<file path="src/rtl/pwm_generator.sv">
// Three-channel PWM driven by a shared tick/step period counter, plus the
// end-of-period load strobes that tell the controller when to update duties.
module pwm_generator #(
  parameter int CLOCK_FREQ = 50000000,
  parameter int PWM_FREQ   = 50,
  parameter int STEPS      = 100
) (
  input  logic       clk,
  input  logic       rst,
  input  logic [6:0] rear_motor,
  input  logic [6:0] front_motor,
  input  logic [6:0] servo,
  output logic       rear_pwm,
  output logic       front_pwm,
  output logic       servo_pwm,
  output logic       load_rear,
  output logic       load_front,
  output logic       load_servo_out
);

  localparam int TICKS = CLOCK_FREQ / (PWM_FREQ * STEPS);
  localparam int TW    = (TICKS > 1) ? $clog2(TICKS) : 1;
  localparam int SW    = (STEPS > 1) ? $clog2(STEPS) : 1;
  localparam int CW    = ((SW > 7) ? SW : 7) + 1;

  localparam logic [TW-1:0] TICK_LAST = TW'(TICKS - 1);
  localparam logic [SW-1:0] STEP_LAST = SW'(STEPS - 1);
  localparam logic [CW-1:0] STEPS_C   = CW'(STEPS);

  logic [TW-1:0] tick_reg, tick_next;
  logic [SW-1:0] step_reg, step_next;
  logic          tick_wrap;
  logic          load_reg, load_next;
  logic [2:0]    pwm_reg, pwm_next;
  logic [6:0]    duty [3];

  assign duty[0] = rear_motor;
  assign duty[1] = front_motor;
  assign duty[2] = servo;

  always_comb begin
    tick_wrap = (tick_reg == TICK_LAST);
    tick_next = tick_wrap ? '0 : tick_reg + TW'(1);
    step_next = step_reg;
    if (tick_wrap) begin
      step_next = (step_reg == STEP_LAST) ? '0 : step_reg + SW'(1);
    end
    // Strobe is registered, so decode the counter values of the coming cycle.
    load_next = (tick_next == TICK_LAST) && (step_next == STEP_LAST);
  end

  // Duty is compared every cycle so a forced zero takes effect immediately.
  genvar gi;
  generate
    for (gi = 0; gi < 3; gi++) begin : g_chan
      logic [CW-1:0] duty_ext;
      logic [CW-1:0] duty_sat;
      assign duty_ext     = CW'(duty[gi]);
      assign duty_sat     = (duty_ext > STEPS_C) ? STEPS_C : duty_ext;
      assign pwm_next[gi] = (CW'(step_reg) < duty_sat);
    end
  endgenerate

  always_ff @(posedge clk) begin
    if (rst) begin
      tick_reg <= '0;
      step_reg <= '0;
      load_reg <= 1'b0;
      pwm_reg  <= '0;
    end else begin
      tick_reg <= tick_next;
      step_reg <= step_next;
      load_reg <= load_next;
      pwm_reg  <= pwm_next;
    end
  end

  assign rear_pwm       = pwm_reg[0];
  assign front_pwm      = pwm_reg[1];
  assign servo_pwm      = pwm_reg[2];
  assign load_rear      = load_reg;
  assign load_front     = load_reg;
  assign load_servo_out = load_reg;

endmodule

</file>
<file path="config.mk">
export PLATFORM = sky130hd
export DESIGN_NAME = pwm_generator
export DESIGN_NICKNAME = d
export VERILOG_FILES = /design/src/rtl/pwm_generator.sv
export SDC_FILE = /design/constraint.sdc
export NUM_CORES = 1
export LEC_CHECK = 0
export CORE_MARGIN = 2
export CORE_UTILIZATION = 48
export DETAILED_ROUTE_END_ITERATION = 10
export GPL_TIMING_DRIVEN = 0
export PLACE_DENSITY = 0.85
export RECOVER_POWER = 25
export SLEW_MARGIN = 20
export SYNTH_ARGS = -nofsm -noshare
export SYNTH_HDL_FRONTEND = slang
export SYNTH_SLANG_ARGS = --single-unit
</file>
<file path="constraint.sdc">
create_clock -name clk -period 2.3 [get_ports clk]
set_input_delay 0.69 -clock clk [delete_from_list [all_inputs] [get_ports clk]]
set_output_delay 0.69 -clock clk [all_outputs]
set_load 0.005 [all_outputs]
</file>
==> reports/qor.txt, run 1 <==
IO buf count -> 28
Post-Route WL -> 3.674 mm
Hold Path Depth -> 1
clock net sink count -> 25
Mapped Nets -> 259
Fmax -> 0.4544 GHz
maximum vdd drop -> 0.0004067 V
Vias -> 1636
Synth Warn # -> 0
iteration count of the initial detailed-routing pass -> 4
crit path launch type -> register
Yosys top cell area share -> 0.2829
actual slew at the worst max-slew pin -> 0.4490 ns
Synth async-reset ratio -> 0
first-pass GRT wire length -> 6.417 mm
clk root buf -> clkbuf_8
Synth Flop Type -> dfxtp_1
adder-cell area share of the yosys netlist -> 0.1414
Buffers & Inverters on Critical Path -> 0
max-cap viol count -> 0
Hold Path End -> tick_reg[0]
cell chain of the critical path -> ha_1 -> nand3_4 -> nor4_4 -> or4_2 -> a311o_1 -> nor4_2
post-synthesis instance area -> 1769 um^2
outcome -> complete, no violations
finished layout cell area -> 2202 um^2
switching power -> 209.3 uW
FILL cells -> 329
DRC violations left -> 0
synth-to-layout area growth -> 24.47%
HPWL after DPL -> 2.780 mm
part of the power in registers -> 0.532
Power Density -> 389.5 nW/um^2
placed cell count -> 292
reg-to-reg slack, setup -> 0.1 ns
crit end category -> register
die width -> 64.71 um
Post-Syn Instances -> 216
CTS H-Tree Depth -> 1
ANT cells -> 0
Worst Hold Class -> register to register
critical path's largest stage delay -> 0.60 ns
Final #Nets -> 294
Skew-Pair Late Insertion Delay -> 0.27 ns
register area share after synthesis -> 0.2829
Final period util -> 0.9569
Synth cell types -> 45
clock transition at the registers of the reported paths -> 0.09 ns
antenna violations before repair -> 0
final core occ -> 0.6107
crit path kind -> register to register
Sw Share -> 0.2440
initial DRC count -> 36
placed standard-cell area -> 2110 um^2
CP Max Fanout -> 10
Detail Route Antenna Nets -> 0
Routability Congestion -> 0.8879
Post-synth EDFFs -> 0
setup_tns -> 0 ns
number of global-route vias before repair -> 1518
RSZ-0062 raised after global routing -> false
Die Area -> 4187 um^2
largest net degree at the start of global routing -> 15
largest cells by area after synthesis -> dfxtp_1, ha_1, nor2_1
clk_skew -> 0.004567 ns
CTS Buf Count -> 3
post-synthesis mux area share -> 0.005658
internal power -> 648.5 uW
Largest register FFs -> 14
share of cells above drive strength 1 -> 0.08800
worst hold start -> tick_reg[0]
final max-slew violation count -> 0
Synth Area in XOR/XNOR -> 0.07921
Longest Clk Path Bufs -> 2
total congestion overflow -> 0
Synth Register Bits -> 25
largest area contributor in the netlist -> dfxtp_1
Clock power frac -> 0.300
R2R cell count -> 6
CP top delay family -> simple AND/OR/NAND/NOR gates
cts hold-fix bufs -> 0
WP data required -> 2.48 ns
Worst R2R End -> load_front
complex-gate fraction of the synthesized area -> 0.1690
Synth Area in Simple Gates -> 0.2723
WL per Instance -> 12.33 um
pre-CTS setup slack -> -0.3057 ns
Rel. slew slack -> 0.7006
power share of the combinational group -> 0.168
gr usage total -> 0.1919
Core Area -> 3606 um^2
Worst R2R Start -> tick_reg[0]
vias per inst -> 5.490
Pleak -> 0.0008996 uW
Starting Density -> 0.4906
IO Pins -> 29
Hold Vio Cnt, Final -> 0
Syn Area/Cell -> 8.191 um^2
Final WS setup -> 0.09912 ns
# setup viols final -> 0
crit path DAT -> 2.38 ns
CTS tree -> built
Die Ht -> 64.71 um
Non-Filler Instances -> 298
Site Rows -> 22
CP max-delay cell -> or4_2
main combinational cell family by area after synthesis -> simple AND/OR/NAND/NOR gates
min Tclk post-route -> 2.201 ns
metal layers:
metal / routed length, um / part of all wire / up-vias / global-route usage
li1: - / - / 856 / -
met3: 129 / 0.035 / 6 / 0.03646
met2: 1721 / 0.47 / 27 / 0.3312
met4: 47 / 0.013 / 0 / 0.06383
met5: 0 / 0 / - / 0
met1: 1775 / 0.48 / 747 / 0.2382
cell families after synthesis:
family                     count (synthesis)
DFF                                       25
adders and majority gates                 20
and+or+nand+nor                           91
muxes                                      1
AOI/OAI and AO/OA                         44
xor gates and xnor gates                  16
buffers and inverters                     19
area by class of cell:
cell class / count / area, um^2 / area share
Clock inverter: 1 / 5.005 / 0.002273
Inverter: 12 / 45.04 / 0.02045
Timing Repair Buffer: 30 / 294.0 / 0.1335
Sequential cell: 25 / 503.0 / 0.2284
Clock buffer: 3 / 41.29 / 0.01875
Multi-Input combinational cell: 172 / 1209 / 0.5489
Tap cell: 48 / 60.06 / 0.02727
Buffer: 7 / 45.04 / 0.02045
synthesized netlist by cell type, types with 4 or more instances:
library cell  count
a21oi_1          11
a31oi_1           6
dfxtp_1          25
ha_1             20
inv_1            12
nand2_1          18
nand2b_1          4
nand3_1           9
nand4_1           5
nor2_1           28
nor3_1            6
o21ai_0           6
xnor2_1           8
xor2_1            8
what timing repair did:
action	in CTS	in global routing
endpoints found under the setup margin	4	13
pin swaps	1	3
setup buffers	2	0
resized for setup	2	8
power by group through the flow:
stage,Sequential [uW],Combinational (uW),Clock (uW)
2_1_floorplan,465,72.1,0
3_3_place_gp,466,139,0
3_5_place_dp,467,143,0
4_1_cts,457,143,266
5_1_grt,459,164,285
6_report,457,144,257
layout by cell type, fill, tap and decap left out, drive strengths merged, types with 2 or more instances in the layout:
master and count:
dfxtp 25, buf 5, and3 2, a21oi 11, clkbuf 7, dlygate4sd3 4, nand4 5, o21ai 6
nor3 6, or3 3, ha 20, o21a 3, nand2 18, o41ai 3, o31a 3, nand2b 4
clkdlybuf4s50 23, a21o 3, or4 3, a211oi 2, nor2 28, a31oi 6, xor2 8, nand3 9
inv 12, nor4 4, xnor2 8, a211o 3
worst max path at each step:
stage	start	end	slack, ns	cells past startpoint
after floorplan	tick_reg[0]	load_front	0.10	6
after global placement	rst	load_front	-0.33	4
after detailed placement	rst	load_front	-0.31	4
after CTS	tick_reg[0]	load_front	0.04	6
after global routing	servo[1]	pwm_reg[2]	0.002	8
final	tick_reg[0]	load_front	0.1	6
per-stage QoR:
stage | total power (uW) | hold WS, ns
final | 857.8 | 0.5005
after global routing | 907.2 | 0.5339
after CTS | 865.7 | 0.5044
after detailed placement | 609.4 | 0.4845
after global placement | 604.8 | 0.4710
after floorplan | 537.1 | 0.4439
No activity file was read; power rests on OpenSTA's default activity.
==> inputs of run 2 (changes only) <==
--- a/config.mk
+++ b/config.mk
@@ -9,6 +9,7 @@
 export CORE_UTILIZATION = 48
 export DETAILED_ROUTE_END_ITERATION = 10
 export GPL_TIMING_DRIVEN = 0
+export HOLD_SLACK_MARGIN = 0.03
 export PLACE_DENSITY = 0.85
 export RECOVER_POWER = 25
 export SLEW_MARGIN = 20
==> results of run 2 <==
The final DEF is identical to that of run 1; final timing and power are the same.
